$ cat config.mk
export PLATFORM = sky130hd
export DESIGN_NAME = alzette_ise_seq
export DESIGN_NICKNAME = d
export VERILOG_FILES = /design/src/rtl/alzette_ise_pkg.sv /design/src/rtl/alzette_seq_rom.sv /design/src/rtl/alzette_ise_seq.sv
export SDC_FILE = /design/constraint.sdc
export NUM_CORES = 1
export LEC_CHECK = 0
export CAP_MARGIN = 20
export CORE_MARGIN = 4
export CORE_UTILIZATION = 45
export DETAILED_ROUTE_END_ITERATION = 8
export PLACE_DENSITY = 0.67
export SKIP_LAST_GASP = 1
export SLEW_MARGIN = 20
export SYNTH_ARGS = -nofsm -noshare
export SYNTH_HDL_FRONTEND = slang
export SYNTH_SLANG_ARGS = --single-unit
$ cat constraint.sdc
create_clock -name ise_clk -period 11.6 [get_ports ise_clk]
set_input_delay 3.48 -clock ise_clk [delete_from_list [all_inputs] [get_ports ise_clk]]
set_output_delay 3.48 -clock ise_clk [all_outputs]
set_load 0.01 [all_outputs]
$ cat src/rtl/alzette_ise_pkg.sv
// Shared definitions for the Alzette custom-instruction issuing sequencer.
// Contents:
//   CUSTOM_3 opcode, the ten rotate-combined funct codes, the per-round
//   rotation tables for Alzette (R1/R2) and its inverse (S1/S2), the FSM
//   state encoding, and a helper that maps (operation, rotation) to funct.
package alzette_ise_pkg;

    localparam logic [5:0] CUSTOM_3   = 6'b000011;

    localparam logic [6:0] F_ADDROR31 = 7'h20;
    localparam logic [6:0] F_ADDROR17 = 7'h21;
    localparam logic [6:0] F_ADDROR24 = 7'h22;
    localparam logic [6:0] F_SUBROR31 = 7'h23;
    localparam logic [6:0] F_SUBROR17 = 7'h24;
    localparam logic [6:0] F_SUBROR24 = 7'h25;
    localparam logic [6:0] F_XORROR31 = 7'h26;
    localparam logic [6:0] F_XORROR17 = 7'h27;
    localparam logic [6:0] F_XORROR24 = 7'h28;
    localparam logic [6:0] F_XORROR16 = 7'h29;

    // Rotation tables, element [round]; packed so entry 0 is the rightmost.
    // Encrypt:  R1 = {31,17,0,24}  R2 = {24,17,31,16}
    // Decrypt:  S1 = {24,0,17,31}  S2 = {16,31,17,24}
    localparam logic [3:0][4:0] R1_TBL = {5'd24, 5'd0,  5'd17, 5'd31};
    localparam logic [3:0][4:0] R2_TBL = {5'd16, 5'd31, 5'd17, 5'd24};
    localparam logic [3:0][4:0] S1_TBL = {5'd31, 5'd17, 5'd0,  5'd24};
    localparam logic [3:0][4:0] S2_TBL = {5'd24, 5'd17, 5'd31, 5'd16};

    typedef enum logic [1:0] {
        ST_IDLE = 2'd0,
        ST_RUN  = 2'd1,
        ST_RESP = 2'd2
    } state_e;

    typedef enum logic [1:0] {
        OP_ADD = 2'd0,
        OP_SUB = 2'd1,
        OP_XOR = 2'd2
    } op_kind_e;

    // Funct code for "rs1 op ROR(rs2, rot)"; 0 means no ISE encoding exists
    // (rotation 0 steps are executed locally).
    function automatic logic [6:0] funct_for(input op_kind_e kind, input logic [4:0] rot);
        logic [6:0] f;
        f = 7'h00;
        case (kind)
            OP_ADD: begin
                case (rot)
                    5'd31:   f = F_ADDROR31;
                    5'd17:   f = F_ADDROR17;
                    5'd24:   f = F_ADDROR24;
                    default: f = 7'h00;
                endcase
            end
            OP_SUB: begin
                case (rot)
                    5'd31:   f = F_SUBROR31;
                    5'd17:   f = F_SUBROR17;
                    5'd24:   f = F_SUBROR24;
                    default: f = 7'h00;
                endcase
            end
            OP_XOR: begin
                case (rot)
                    5'd31:   f = F_XORROR31;
                    5'd17:   f = F_XORROR17;
                    5'd24:   f = F_XORROR24;
                    5'd16:   f = F_XORROR16;
                    default: f = 7'h00;
                endcase
            end
            default: f = 7'h00;
        endcase
        return f;
    endfunction

endpackage

$ cat src/rtl/alzette_seq_rom.sv
// Micro-program ROM for the Alzette sequencer (purely combinational).
// Ports:
//   dec_i       : 0 = Alzette, 1 = inverse Alzette
//   step_i      : micro-step 0..7 (round = step[2:1], phase = step[0])
//   funct_o     : ISE funct code for this step (0 for local steps)
//   tgt_y_o     : 1 = result written to y, 0 = result written to x
//   local_o     : step has rotation 0 and is computed without the ALU
//   local_sub_o : local step subtracts (else adds)
//   xor_c_o     : x is xored with the round constant when this step retires
module alzette_seq_rom
    import alzette_ise_pkg::*;
(
    input  logic       dec_i,
    input  logic [2:0] step_i,
    output logic [6:0] funct_o,
    output logic       tgt_y_o,
    output logic       local_o,
    output logic       local_sub_o,
    output logic       xor_c_o
);

    logic [1:0] round_s;
    logic       phase_s;
    op_kind_e   kind_s;
    logic [4:0] rot_s;

    assign round_s = step_i[2:1];
    assign phase_s = step_i[0];

    // Decode direction/phase into operation, rotation and write-back target.
    always_comb begin
        kind_s  = OP_ADD;
        rot_s   = 5'd0;
        tgt_y_o = 1'b0;
        xor_c_o = 1'b0;
        case ({dec_i, phase_s})
            2'b00: begin            // enc: x = x + ROR(y, R1)
                kind_s  = OP_ADD;
                rot_s   = R1_TBL[round_s];
                tgt_y_o = 1'b0;
                xor_c_o = 1'b0;
            end
            2'b01: begin            // enc: y = y ^ ROR(x, R2), then x ^= c
                kind_s  = OP_XOR;
                rot_s   = R2_TBL[round_s];
                tgt_y_o = 1'b1;
                xor_c_o = 1'b1;
            end
            2'b10: begin            // dec: y = y ^ ROR(x, S2)
                kind_s  = OP_XOR;
                rot_s   = S2_TBL[round_s];
                tgt_y_o = 1'b1;
                xor_c_o = 1'b0;
            end
            2'b11: begin            // dec: x = x - ROR(y, S1), re-apply c except last round
                kind_s  = OP_SUB;
                rot_s   = S1_TBL[round_s];
                tgt_y_o = 1'b0;
                xor_c_o = (round_s != 2'd3);
            end
            default: begin
                kind_s  = OP_ADD;
                rot_s   = 5'd0;
                tgt_y_o = 1'b0;
                xor_c_o = 1'b0;
            end
        endcase
    end

    // Rotation 0 has no ISE encoding; those steps run locally.
    always_comb begin
        local_o     = (rot_s == 5'd0);
        local_sub_o = (kind_s == OP_SUB);
        funct_o     = funct_for(kind_s, rot_s);
    end

endmodule

$ cat src/rtl/alzette_ise_seq.sv
// Issuing end of the Alzette custom-instruction interface.
// Accepts one (x, y, c, direction) job, runs the 4-round Alzette or its
// inverse as 8 micro-steps (7 CUSTOM_3 rotate-combined ALU ops plus one
// local rotation-0 step) and returns (x', y'). Each ALU op is held until
// ise_oval; a per-op timer aborts the job with rsp_err after TMO stall cycles.
// Ports:
//   ise_clk, ise_rst            : clock, asynchronous active-low reset
//   req_val/req_rdy/req_dec     : job handshake and direction (1 = inverse)
//   req_x/req_y/req_c           : job operands and round constant
//   rsp_val/rsp_rdy             : result handshake
//   rsp_x/rsp_y/rsp_err         : result words, timeout abort flag
//   ise_val/ise_fn/ise_imm      : op request to the ISE ALU (CUSTOM_3, funct)
//   ise_in1/ise_in2             : rs1 (register being updated), rs2 (other)
//   ise_oval/ise_out            : ALU result valid and value
module alzette_ise_seq
    import alzette_ise_pkg::*;
#(
    parameter int unsigned TMO = 16
)
(
    input  logic        ise_clk,
    input  logic        ise_rst,
    input  logic        req_val,
    output logic        req_rdy,
    input  logic        req_dec,
    input  logic [31:0] req_x,
    input  logic [31:0] req_y,
    input  logic [31:0] req_c,
    output logic        rsp_val,
    input  logic        rsp_rdy,
    output logic [31:0] rsp_x,
    output logic [31:0] rsp_y,
    output logic        rsp_err,
    output logic        ise_val,
    output logic [5:0]  ise_fn,
    output logic [6:0]  ise_imm,
    output logic [31:0] ise_in1,
    output logic [31:0] ise_in2,
    input  logic        ise_oval,
    input  logic [31:0] ise_out
);

    localparam logic [7:0] TMO_LAST = 8'(TMO - 1);

    state_e      state_q, state_d;
    logic        dec_q, dec_d;
    logic [2:0]  step_q, step_d;
    logic [31:0] x_q, x_d;
    logic [31:0] y_q, y_d;
    logic [31:0] c_q, c_d;
    logic [7:0]  timer_q, timer_d;

    // Decode of the step currently executing (loaded with the step itself).
    logic        op_tgt_y_q, op_local_q, op_sub_q, op_xorc_q;

    logic        req_rdy_q, req_rdy_d;
    logic        rsp_val_q, rsp_val_d;
    logic        rsp_err_q, rsp_err_d;
    logic [31:0] rsp_x_q, rsp_x_d;
    logic [31:0] rsp_y_q, rsp_y_d;
    logic        ise_val_q, ise_val_d;
    logic [5:0]  ise_fn_q, ise_fn_d;
    logic [6:0]  ise_imm_q, ise_imm_d;
    logic [31:0] ise_in1_q, ise_in1_d;
    logic [31:0] ise_in2_q, ise_in2_d;

    logic [6:0]  rom_funct_s;
    logic        rom_tgt_y_s, rom_local_s, rom_local_sub_s, rom_xor_c_s;

    logic        capture_s, stall_s;
    logic [31:0] res_s, cap_x_s, cap_y_s;

    // The ROM looks at the *next* step so op outputs can be registered and
    // appear in the same cycle the step starts.
    alzette_seq_rom u_rom (
        .dec_i       (dec_d),
        .step_i      (step_d),
        .funct_o     (rom_funct_s),
        .tgt_y_o     (rom_tgt_y_s),
        .local_o     (rom_local_s),
        .local_sub_o (rom_local_sub_s),
        .xor_c_o     (rom_xor_c_s)
    );

    assign capture_s = (state_q == ST_RUN) && (op_local_q || (ise_val_q && ise_oval));
    assign stall_s   = (state_q == ST_RUN) && !op_local_q && ise_val_q && !ise_oval;

    // Result of the current step: local add/sub of x and y, or the ALU result.
    always_comb begin
        if (op_local_q) begin
            res_s = op_sub_q ? (x_q - y_q) : (x_q + y_q);
        end else begin
            res_s = ise_out;
        end
    end

    // Register values once the current step retires, including the c fold-in.
    always_comb begin
        cap_y_s = op_tgt_y_q ? res_s : y_q;
        cap_x_s = op_tgt_y_q ? x_q : res_s;
        cap_x_s = op_xorc_q ? (cap_x_s ^ c_q) : cap_x_s;
    end

    // Next-state logic: job accept, step sequencing, timeout and response.
    always_comb begin
        state_d   = state_q;
        dec_d     = dec_q;
        step_d    = step_q;
        x_d       = x_q;
        y_d       = y_q;
        c_d       = c_q;
        timer_d   = timer_q;
        rsp_val_d = rsp_val_q;
        rsp_err_d = rsp_err_q;
        rsp_x_d   = rsp_x_q;
        rsp_y_d   = rsp_y_q;
        case (state_q)
            ST_IDLE: begin
                if (req_val && req_rdy_q) begin
                    state_d = ST_RUN;
                    dec_d   = req_dec;
                    c_d     = req_c;
                    step_d  = 3'd0;
                    timer_d = 8'd0;
                    // The inverse starts by undoing the final c fold-in.
                    x_d     = req_dec ? (req_x ^ req_c) : req_x;
                    y_d     = req_y;
                end else begin
                    state_d = ST_IDLE;
                end
            end
            ST_RUN: begin
                if (capture_s) begin
                    x_d     = cap_x_s;
                    y_d     = cap_y_s;
                    timer_d = 8'd0;
                    if (step_q == 3'd7) begin
                        state_d   = ST_RESP;
                        rsp_val_d = 1'b1;
                        rsp_err_d = 1'b0;
                        rsp_x_d   = cap_x_s;
                        rsp_y_d   = cap_y_s;
                    end else begin
                        step_d = step_q + 3'd1;
                    end
                end else if (stall_s) begin
                    if (timer_q == TMO_LAST) begin
                        // Abort: report whatever the registers hold right now.
                        state_d   = ST_RESP;
                        rsp_val_d = 1'b1;
                        rsp_err_d = 1'b1;
                        rsp_x_d   = x_q;
                        rsp_y_d   = y_q;
                        timer_d   = 8'd0;
                    end else begin
                        timer_d = timer_q + 8'd1;
                    end
                end else begin
                    timer_d = timer_q;
                end
            end
            ST_RESP: begin
                if (rsp_rdy) begin
                    state_d   = ST_IDLE;
                    rsp_val_d = 1'b0;
                    rsp_err_d = 1'b0;
                end else begin
                    state_d = ST_RESP;
                end
            end
            default: begin
                state_d   = ST_IDLE;
                rsp_val_d = 1'b0;
                rsp_err_d = 1'b0;
            end
        endcase
    end

    // Registered interface outputs derived from the next state.
    always_comb begin
        req_rdy_d = (state_d == ST_IDLE);
        ise_val_d = (state_d == ST_RUN) && !rom_local_s;
        ise_fn_d  = ise_val_d ? CUSTOM_3 : 6'd0;
        ise_imm_d = ise_val_d ? rom_funct_s : 7'd0;
        if (ise_val_d) begin
            ise_in1_d = rom_tgt_y_s ? y_d : x_d;
            ise_in2_d = rom_tgt_y_s ? x_d : y_d;
        end else begin
            ise_in1_d = 32'd0;
            ise_in2_d = 32'd0;
        end
    end

    // FSM, datapath and output registers.
    always_ff @(posedge ise_clk or negedge ise_rst) begin
        if (!ise_rst) begin
            state_q    <= ST_IDLE;
            dec_q      <= 1'b0;
            step_q     <= 3'd0;
            x_q        <= 32'd0;
            y_q        <= 32'd0;
            c_q        <= 32'd0;
            timer_q    <= 8'd0;
            op_tgt_y_q <= 1'b0;
            op_local_q <= 1'b0;
            op_sub_q   <= 1'b0;
            op_xorc_q  <= 1'b0;
            req_rdy_q  <= 1'b0;
            rsp_val_q  <= 1'b0;
            rsp_err_q  <= 1'b0;
            rsp_x_q    <= 32'd0;
            rsp_y_q    <= 32'd0;
            ise_val_q  <= 1'b0;
            ise_fn_q   <= 6'd0;
            ise_imm_q  <= 7'd0;
            ise_in1_q  <= 32'd0;
            ise_in2_q  <= 32'd0;
        end else begin
            state_q    <= state_d;
            dec_q      <= dec_d;
            step_q     <= step_d;
            x_q        <= x_d;
            y_q        <= y_d;
            c_q        <= c_d;
            timer_q    <= timer_d;
            op_tgt_y_q <= rom_tgt_y_s;
            op_local_q <= rom_local_s && (state_d == ST_RUN);
            op_sub_q   <= rom_local_sub_s;
            op_xorc_q  <= rom_xor_c_s;
            req_rdy_q  <= req_rdy_d;
            rsp_val_q  <= rsp_val_d;
            rsp_err_q  <= rsp_err_d;
            rsp_x_q    <= rsp_x_d;
            rsp_y_q    <= rsp_y_d;
            ise_val_q  <= ise_val_d;
            ise_fn_q   <= ise_fn_d;
            ise_imm_q  <= ise_imm_d;
            ise_in1_q  <= ise_in1_d;
            ise_in2_q  <= ise_in2_d;
        end
    end

    assign req_rdy = req_rdy_q;
    assign rsp_val = rsp_val_q;
    assign rsp_err = rsp_err_q;
    assign rsp_x   = rsp_x_q;
    assign rsp_y   = rsp_y_q;
    assign ise_val = ise_val_q;
    assign ise_fn  = ise_fn_q;
    assign ise_imm = ise_imm_q;
    assign ise_in1 = ise_in1_q;
    assign ise_in2 = ise_in2_q;

endmodule
After elaboration in Yosys (flattened, before gate mapping) --
Index checks and enable logic that the tools add are counted.
Storage, ports and cells: output and inout bits 145, register bits 255, bits of input ports 134, logic and storage cells 146
Cells by class: $lt $le $gt $ge 1, bitwise gates (word level) 3, add/subtract/negate cells 4, equality and inequality tests 21, reductions and logical operators 27, mux-type cells 69
Operator list (count):
- 32-bit two-way mux | 22
- 32-bit case mux with 2 select lines | 2
- 32-bit XOR | 2
- 5-bit binary-select mux with 2-bit select | 4
- 6-bit case mux with 3 select lines | 2
- 32-bit adder | 1
- 8-bit two-way mux | 4
- 32-bit subtractor | 1
- 6-bit case mux with 4 select lines | 1
- 7-bit case mux with 3 select lines | 1
- 5-bit == test (second input constant) | 4
- 5-bit two-way mux | 4
- 5-bit case mux with 4 select lines | 1
- 8-bit case mux with 2 select lines | 1
- 2-bit two-way mux | 6
- 2-bit case mux with 3 select lines | 2
- 1-bit two-way mux | 10
- 3-bit two-way mux | 3
- 1-bit case mux with 3 select lines | 3
- 8-bit by 1-bit adder with 8-bit output (second input constant) | 1
- 2-bit by 1-bit == test with 1-bit output (second input constant) | 4
- 2-bit == test (second input constant) | 4
- 8-bit by 4-bit == test with 1-bit output (second input constant) | 1
- 1-bit logical AND | 8
- 21 further kinds | 33

Depth between registers and ports, before layout --
Gate-level depths: netlist (run 1).
word-level depth 12, mapped depth 21, gate-level depth less buffers 19

Modules after synthesis --
From an unflattened synthesis (run 1), not the netlist that was laid out.
Unflattened totals: cell total of the unflattened synthesis 1912, area total of the unflattened synthesis 16026.6 µm²
Modules (own cells, without submodules):
- alzette_ise_seq | area each 15521.1 µm², times used 1, cells each 1845, seq. area each 6331.1 µm²
- alzette_seq_rom | area each 505.5 µm², times used 1, cells each 67, seq. area each 0.0 µm²

Worst setup path before layout (run 1) --
OpenSTA, ideal clock, no wires.
path type input to register, from input req_val, to register ise_in2_q[29] (netlist: ise_in2[29]), path slack 5055 ps, cell stages on the path 17, data required time 11465 ps, arrival 6410 ps, setup time 135 ps, path buffers 4, cells stage by stage nand2_1 -> nor2_1 -> nand2_1 -> clkbuf_1 -> buf_1 -> nand2_1 -> nand2_1 -> inv_1 -> ha_1 -> clkbuf_1 -> o21ai_0 -> o221ai_2 -> o41ai_4 -> buf_2 -> nor4_1 -> a21oi_1 -> o41ai_1
On the way: elaborated cells between the ends (all ways) 33, those cells by class eq/ne (4); mux (22); reduce/logical (7)
RTL lines:
- start, declared | line alzette_ise_seq.sv:23 | input logic req_val,
- 1-bit logical AND * | line alzette_ise_seq.sv:119 | if (req_val && req_rdy_q) begin
- 1-bit two-way mux * | line alzette_ise_seq.sv:119
- 1-bit two-way mux * | line alzette_ise_seq.sv:117 | case (state_q)
- net dec_d | line alzette_ise_seq.sv:46 | logic dec_q, dec_d;
- 2-bit == test, or another cell as far along | line alzette_seq_rom.sv:36 | case ({dec_i, phase_s})
- 5-bit case mux with 4 select lines | line alzette_seq_rom.sv:36
- 5-bit logical NOT | line alzette_seq_rom.sv:72 | local_o = (rot_s == 5'd0);
- 1-bit logical NOT | line alzette_ise_seq.sv:182 | ise_val_d = (state_d == ST_RUN) && !rom_local_s;
- 1-bit logical AND | line alzette_ise_seq.sv:182
- 32-bit two-way mux * | line alzette_ise_seq.sv:185 | if (ise_val_d) begin
- net ise_in2_d[29] | line alzette_ise_seq.sv:65 | logic [31:0] ise_in2_q, ise_in2_d;
- end signal, assigned | line alzette_ise_seq.sv:239 | ise_in2_q <= ise_in2_d;
- end, declared | line alzette_ise_seq.sv:65
The timed path passes the listed nets; every way through them passes the cells marked *. The select of a mux whose other input is x is not followed. A chain may end at the register's enable or synchronous reset.

Final worst setup path (run 1) --
from input req_val, to register ise_in1_q[31] (netlist: ise_in1[31])
On the way: elaborated cells between the ends (all ways) 33, those cells by class eq/ne (4); mux (22); reduce/logical (7)
RTL lines:
- 1-bit logical AND * | line alzette_ise_seq.sv:119
- 1-bit two-way mux * | line alzette_ise_seq.sv:119
- 1-bit two-way mux * | line alzette_ise_seq.sv:117
- net dec_d | line alzette_ise_seq.sv:46
- 2-bit == test, or another cell as far along | line alzette_seq_rom.sv:36
- 5-bit case mux with 4 select lines * | line alzette_seq_rom.sv:36
- 5-bit logical NOT * | line alzette_seq_rom.sv:72
- 1-bit logical NOT * | line alzette_ise_seq.sv:182
- 1-bit logical AND * | line alzette_ise_seq.sv:182
- net ise_val_d | line alzette_ise_seq.sv:61 | logic ise_val_q, ise_val_d;
- 32-bit two-way mux * | line alzette_ise_seq.sv:185
- net ise_in1_d[31] | line alzette_ise_seq.sv:64 | logic [31:0] ise_in1_q, ise_in1_d;
- end signal, assigned | line alzette_ise_seq.sv:238 | ise_in1_q <= ise_in1_d;
- end, declared | line alzette_ise_seq.sv:64
Marked as above.

==> impl_metrics.toml, run 1 <==
[run_status]
outcome = "finished, final reports clean"

[min_path]
holdCritPathClass = "flip-flop to flip-flop"
timing.hold.worst_path_depth = 2
hold_path_startpoint = "rsp_y[27]"
holdPathEnd = "rsp_y[27]"

[clock_tree]
cts_max_path_buffers = 3
worst_setup_hold_path_clk_slew_ps = 60
tritoncts = "built"
tritoncts_num_sinks = 251
cts-hold-fix-buffers = 0
cts_inserted_buffers = 30
clock_tree.htree_level_count = 1
cts_post_setup_buffers_inserted = 0
insertion_delay_ps = 580
cts_root_buffer = "sky130_fd_sc_hd__clkbuf_16"
cts_repair_resize_count = 0

[finish]
sequential_cell_area_mm2 = 0.00628
drive_gt1_share_pct = 6.00
antenna_cells = 0
layout.filler_cells = 3175
multiInputGateArea_mm2 = 0.00878
final_design_area_no_fill_mm2 = 0.0198
area.growth.synth_to_final_pct = 25.6
nets = 2290

[routing]
route.detailed.wl_per_inst_um = 24.8
detailedRoute.firstIterationViolations = 1735
route.vias.total = 16038
remaining_antenna_violation_count = 0
vias_per_cell = 6.19
detail_route.first_pass.iterations = 6
drt-total-wl_mm = 64.3
drt_drc_violations_left = 0

[sta]
setup-tns-final_ps = 0
report.final.hold_viol_count = 0
clock_skew_ps = 20.7
max-slew-margin-rel_pct = 17.7
setup_viol = 0
fmax_ghz = 0.119
fin_crit_sh_pct = 72.2
rsz0062_at_grt = "no"
slew_violations = 0
worst-slew-pin-transition_ps = 1220
final_period_minus_worst_setup_slack_ps = 8370

[yosys]
syn-cell-area_mm2 = 0.0158
synth.yosys.seq_area_share_pct = 39.9
synth-seq-cells = 251
synth.distinct_cells = 92
synth_warn = 0
dominantRegCellSynth = "sky130_fd_sc_hd__dfrtp_1"
avgSynthCellArea_um2 = 8.26
syn_inst = 1908
synth_edf_count = 0
async_reset_ff_share_pct = 100

[grt]
antenna_found_initial = 2
wire_length_of_the_first_global_routing_pass_mm = 95.6
grtUsageTotal_pct = 32.3
grt-ovfl-total = 0
grt_max_degree = 143
grt_pass1_vias = 15112

[worst_setup_path]
timing.critical_path.cells = "clkdlybuf4s50_1 > nand2_1 > nor2_1 > nand2_2 > nand2_1 > nand2_1 > inv_1 > ha_1 > nand2b_1 > o221ai_2 > o41ai_4 > buf_4 > inv_2 > nand2_1 > o22ai_1"
ff2ff_path_depth = 16
worst_ep_required_time_ps = 12020
start_kind = "input port"
worst-path-max-fanout = 43
crit_top_cell = "sky130_fd_sc_hd__nand2_1"
timing.critical_path.max_delay_family = "simple AND/OR/NAND/NOR gates"
critical-path-max-stage-delay_ps = 620
crit_buf_inv = 4
critPathSlowestCell = "sky130_fd_sc_hd__nand2_1"
reg2reg_slack_ps = 5940
worstPathArrival_ps = 8790
r2r-start = "y_q[8]"
timing.rr.end = "ise_in1[27]"
worstSetupPathType = "input port to flip-flop"
critical_path_endpoint_category = "flip-flop"

[place]
dp_hpwl_mm = 47.1
buffer_ports.inserted = 272
postPlaceCellArea_mm2 = 0.0188
globalplace.congestion = 0.971

[floorplanning]
initial_core_util_pct = 45.6
core.rowCount = 68
io_pins = 279
fp.dieW_um = 195
die_y_um = 195
die-area_mm2 = 0.0381
core_area_mm2 = 0.0345

[job]
maxCapViolations = 0

[power_and_ir_drop]
power-per-cell-area_mw_per_mm2 = 387
ir_drop_mv = 0.191
leakage_uw = 0.00830
[routing by layer]
metal	track usage [%]	vias to the layer above	share of wire, %	wire [µm]
met3	7.04	103	12	7400
met4	7.24	2	2.3	1450
met2	48.7	964	44	28200
met1	47.9	7803	42	27300
met5	0	-	0.022	14
li1	-	7166	-	-
[power by group]
part | internal [µW] | switching (µW) | total (µW)
clock network | 567 | 407 | 974
registers | 1290 | 439 | 1730
logic | 1860 | 3080 | 4950
total | 3720 | 3930 | 7650
[logic make-up after synthesis]
family                   count (synthesis)  share of synthesized area (%)
AND/OR/NAND/NOR                        705                           19.2
multiplexers                            39                           2.49
buffers and inverters                  188                           4.87
AO/OA/AOI/OAI                          570                           23.6
other                                    1                         0.0238
adder cells (fa/ha/maj)                 46                           3.70
XOR/XNOR                               108                           6.22
flip-flops                             251                           39.9
[flip-flops by register name, indices dropped and copies added (netlist names), 2 cells and up]
register,flops
x_q,32
state_q,2
ise_in2,32
y_q,32
ise_in1,32
c_q,32
ise_imm,5
timer_q,8
rsp_y,32
step_q,3
rsp_x,32
[synth_stat cells, types with 6 or more instances]
cell type                    n  share of area, %
sky130_fd_sc_hd__nand2_1   368               8.8
sky130_fd_sc_hd__dfrtp_1   251                40
sky130_fd_sc_hd__nor2_1    169               4.0
sky130_fd_sc_hd__a21oi_1   145               4.6
sky130_fd_sc_hd__o21ai_0   130               4.1
sky130_fd_sc_hd__clkbuf_1   90               2.1
sky130_fd_sc_hd__xnor2_1    68               3.8
sky130_fd_sc_hd__inv_1      54               1.3
sky130_fd_sc_hd__o22ai_1    47               1.9
sky130_fd_sc_hd__ha_1       45               3.6
sky130_fd_sc_hd__nor3_1     43               1.4
sky130_fd_sc_hd__mux2i_1    37               2.3
sky130_fd_sc_hd__xor2_1     37               2.1
sky130_fd_sc_hd__nand3_1    29              0.92
sky130_fd_sc_hd__a31oi_1    24              0.95
sky130_fd_sc_hd__a211oi_1   19              0.90
sky130_fd_sc_hd__a21o_1     18              0.86
sky130_fd_sc_hd__buf_1      17              0.40
sky130_fd_sc_hd__o221ai_1   16              0.89
sky130_fd_sc_hd__o22a_1     15              0.83
sky130_fd_sc_hd__o31ai_1    15              0.71
sky130_fd_sc_hd__buf_4      13              0.62
sky130_fd_sc_hd__or3_1      13              0.52
sky130_fd_sc_hd__nand2b_1   12              0.48
sky130_fd_sc_hd__o21a_1     12              0.57
sky130_fd_sc_hd__nor4_1     11              0.44
sky130_fd_sc_hd__a22oi_1    10              0.48
sky130_fd_sc_hd__buf_2      10              0.32
sky130_fd_sc_hd__nand4_1    10              0.40
sky130_fd_sc_hd__nor2b_1    10              0.40
sky130_fd_sc_hd__o211ai_1   10              0.48
sky130_fd_sc_hd__o21ai_1    10              0.32
sky130_fd_sc_hd__a221oi_1    8              0.44
sky130_fd_sc_hd__or2_2       8              0.32
sky130_fd_sc_hd__and3_1      7              0.28
sky130_fd_sc_hd__a311oi_1    6              0.33
sky130_fd_sc_hd__a41oi_1     6              0.33
sky130_fd_sc_hd__and2_1      6              0.24
[through the flow]
stage          hold slack (ps)  setup slack, ps  std cells  util [%]  total power, µW
3_3_place_gp               457             3080       2533      54.3             6460
3_5_place_dp               459             2770       2533      54.3             6530
6_report                   473             3230       2589      57.3             7650
5_1_grt                    490             2820       2589      57.3             8110
4_1_cts                    475             3350       2589      57.3             7530
2_1_floorplan              446             5060       1913         -             4790
[how the worst max path moves through the flow]
stage | slack [ps] | from | cells after the start | to
after global placement | 3080 | req_val | 15 | ise_in1[31]
final | 3230 | req_val | 15 | ise_in1[31]
after detailed placement | 2770 | req_val | 13 | ise_in1[25]
after CTS | 3350 | req_val | 13 | ise_in1[11]
after global routing | 2820 | req_val | 15 | ise_in1[11]
after floorplan | 5060 | req_val | 17 | ise_in2[29]
[area by class of cell]
type | count | share of cell area, %
Sequential cell | 251 | 31.8
Clock buffer | 41 | 4.56
Timing Repair Buffer | 295 | 14.7
Tap cell | 455 | 2.88
Clock inverter | 15 | 0.620
Inverter | 58 | 1.10
Multi-Input combinational cell | 1474 | 44.4
[cell usage in the layout (no fill, tap or decap), types with 29 or more instances in the layout]
cell type                         instances
sky130_fd_sc_hd__dfrtp_1                249
sky130_fd_sc_hd__nand3_1                 29
sky130_fd_sc_hd__inv_1                   54
sky130_fd_sc_hd__o21ai_0                129
sky130_fd_sc_hd__mux2i_1                 37
sky130_fd_sc_hd__nor3_1                  43
sky130_fd_sc_hd__nand2_1                367
sky130_fd_sc_hd__xor2_1                  37
sky130_fd_sc_hd__xnor2_1                 68
sky130_fd_sc_hd__nor2_1                 167
sky130_fd_sc_hd__ha_1                    44
sky130_fd_sc_hd__o22ai_1                 47
sky130_fd_sc_hd__clkbuf_16               31
sky130_fd_sc_hd__clkdlybuf4s50_1        271
sky130_fd_sc_hd__a21oi_1                144
[worst min-delay path, delay by kind of cell, from the launching register on]
kind	cells	cell delay, ps
simple gates	2	100
flops	1	340
No activity file was read; power rests on OpenSTA's default activity.
==> run 2, diff against run 1 <==
clock period = 8 ns   (was 11.6 ns; I/O delays follow)
==> run 2 against run 1 <==
Compared with the run above:
- hold slack better by 0.94 ps
- sequential power is 45% higher
- clock skew is 4.5 ps lower
- core utilization is 0.17 points lower
- power is 45% higher
- first-iteration DRC count is 16% higher
- routed wire length is 1.0% higher
- non-clock buffer count is 3 higher
- sequential cell count stayed put
- register-to-register slack worse by 3800 ps
- combinational power is 46% higher
- critical endpoint is now ise_in1[20]
- largest power group unchanged
- highest routed layer is now met4
==> impl_metrics.toml, run 2 (same netlist as run 1, synthesis figures left out) <==
[finish]
drive_gt1_share_pct = 5.67
finalNonFillerCells = 2588
area.growth.synth_to_final_pct = 25.2
layout.cells.most_common = "sky130_fd_sc_hd__nand2_1"
mostFrequentLayoutCells = "367 x sky130_fd_sc_hd__nand2_1, 271 x sky130_fd_sc_hd__clkdlybuf4s50_1, 249 x sky130_fd_sc_hd__dfrtp_1"
nets = 2292
layout.filler_cells = 3220
final_design_area_no_fill_mm2 = 0.0197
antenna_cells = 0

[clock_tree]
worst_setup_hold_path_clk_slew_ps = 60
clock_tree.htree_level_count = 1
cts_root_buffer = "sky130_fd_sc_hd__clkbuf_16"
insertion_delay_ps = 560
cts_repair_resize_count = 0
tritoncts = "built"
cts_max_path_buffers = 3
cts_post_setup_buffers_inserted = 0
tritoncts_num_sinks = 251
cts-hold-fix-buffers = 0
cts_inserted_buffers = 29

[power_and_ir_drop]
power-per-cell-area_mw_per_mm2 = 561
ir_drop_mv = 0.240
leakage_uw = 0.00826

[floorplanning]
die-area_mm2 = 0.0381
initial_core_util_pct = 45.6
die_y_um = 195
io_pins = 279
core.rowCount = 68
core_area_mm2 = 0.0345
fp.dieW_um = 195

[routing]
vias_per_cell = 6.18
detail_route.first_pass.iterations = 6
drt-total-wl_mm = 65.0
drt_drc_violations_left = 0
detailedRoute.firstIterationViolations = 2005
remaining_antenna_violation_count = 0
route.vias.total = 15986
route.detailed.wl_per_inst_um = 25.1

[grt]
grt_max_degree = 124
grtUsageTotal_pct = 32.6
antenna_found_initial = 0
wire_length_of_the_first_global_routing_pass_mm = 96.0
grt_pass1_vias = 15075
grt-ovfl-total = 0

[sta]
setup_viol = 0
fmax_ghz = 0.165
clock_skew_ps = 16.1
slew_violations = 0
report.final.hold_viol_count = 0
final_period_minus_worst_setup_slack_ps = 6070
max-slew-margin-rel_pct = 5.97
fin_crit_sh_pct = 75.9
setup-tns-final_ps = 0
worst-slew-pin-transition_ps = 1390
rsz0062_at_grt = "no"

[worst_setup_path]
critical_path_endpoint_category = "flip-flop"
worst_ep_required_time_ps = 8460
worstPathArrival_ps = 6530
start_kind = "input port"
worst-path-max-fanout = 21
worstSetupPathType = "input port to flip-flop"

[job]
maxCapViolations = 0

[place]
postPlaceCellArea_mm2 = 0.0188
dp_hpwl_mm = 48.3
placed_cells_incl_taps = 2536
globalplace.congestion = 0.987
buffer_ports.inserted = 272

[min_path]
holdCritPathClass = "flip-flop to flip-flop"

[run_status]
outcome = "finished, final reports clean"
## run 2: final timing paths
check                              from     endpoint  slack (ps)  cells after the start
worst max register to register   y_q[8]  ise_in1[27]        2160                     16
worst max-delay path            req_val  ise_in1[20]        1930                     14
max in group asynchronous       ise_rst  ise_in2[16]        4590                      2
min in group asynchronous       ise_rst    rsp_x[29]        1880                      1
worst min-delay path            c_q[24]      c_q[24]         470                      2
worst min register to register  c_q[24]      c_q[24]         470                      2
## run 2: cell type report
class / count / area (µm²) / share of cell area, %
repair buffers: 298 / 2920 / 14.8
flip-flops and latches: 251 / 6280 / 31.8
clock inverters: 12 / 144 / 0.729
clock buffers: 40 / 807 / 4.09
inverters: 58 / 218 / 1.10
multi-input cells: 1474 / 8790 / 44.5
well taps: 455 / 569 / 2.89
## run 2: per-stage QoR
step / setup WS [ps] / utilization (%) / hold WS [ps] / total power, µW
2_1_floorplan: 2540 / - / 446 / 6950
3_3_place_gp: 1530 / 54.3 / 459 / 9410
3_5_place_dp: 1480 / 54.3 / 463 / 9510
4_1_cts: 2050 / 57.1 / 476 / 10900
5_1_grt: 1670 / 57.1 / 490 / 11700
6_report: 1930 / 57.1 / 474 / 11100
## run 2: routing by layer
| layer | share of wire [%] | track usage, % |
|---|---|---|
| met3 | 10 | 7.11 |
| met2 | 44 | 49.5 |
| met5 | 0 | 0 |
| met1 | 43 | 48.5 |
| met4 | 2.1 | 6.46 |
## run 2: report_power, final
group	switching [µW]	leakage [µW]	total, µW	internal [µW]
clock network	553	0.000465	1350	798
logic	4500	0.00476	7210	2710
registers	624	0.00303	2500	1870
total	5680	0.00826	11100	5380
## run 2: worst max-delay path: stages
cell and delay, ps:
sky130_fd_sc_hd__clkdlybuf4s50_1 550, sky130_fd_sc_hd__and2_1 510, sky130_fd_sc_hd__nor2_1 80, sky130_fd_sc_hd__nor2_1 170, sky130_fd_sc_hd__o21ai_2 100, sky130_fd_sc_hd__mux2_2 330
sky130_fd_sc_hd__inv_1 100, sky130_fd_sc_hd__ha_1 370, sky130_fd_sc_hd__a21oi_1 80, sky130_fd_sc_hd__a21oi_1 710, sky130_fd_sc_hd__o41ai_4 130, sky130_fd_sc_hd__inv_2 190
sky130_fd_sc_hd__nand2_1 450, sky130_fd_sc_hd__o22ai_1 360
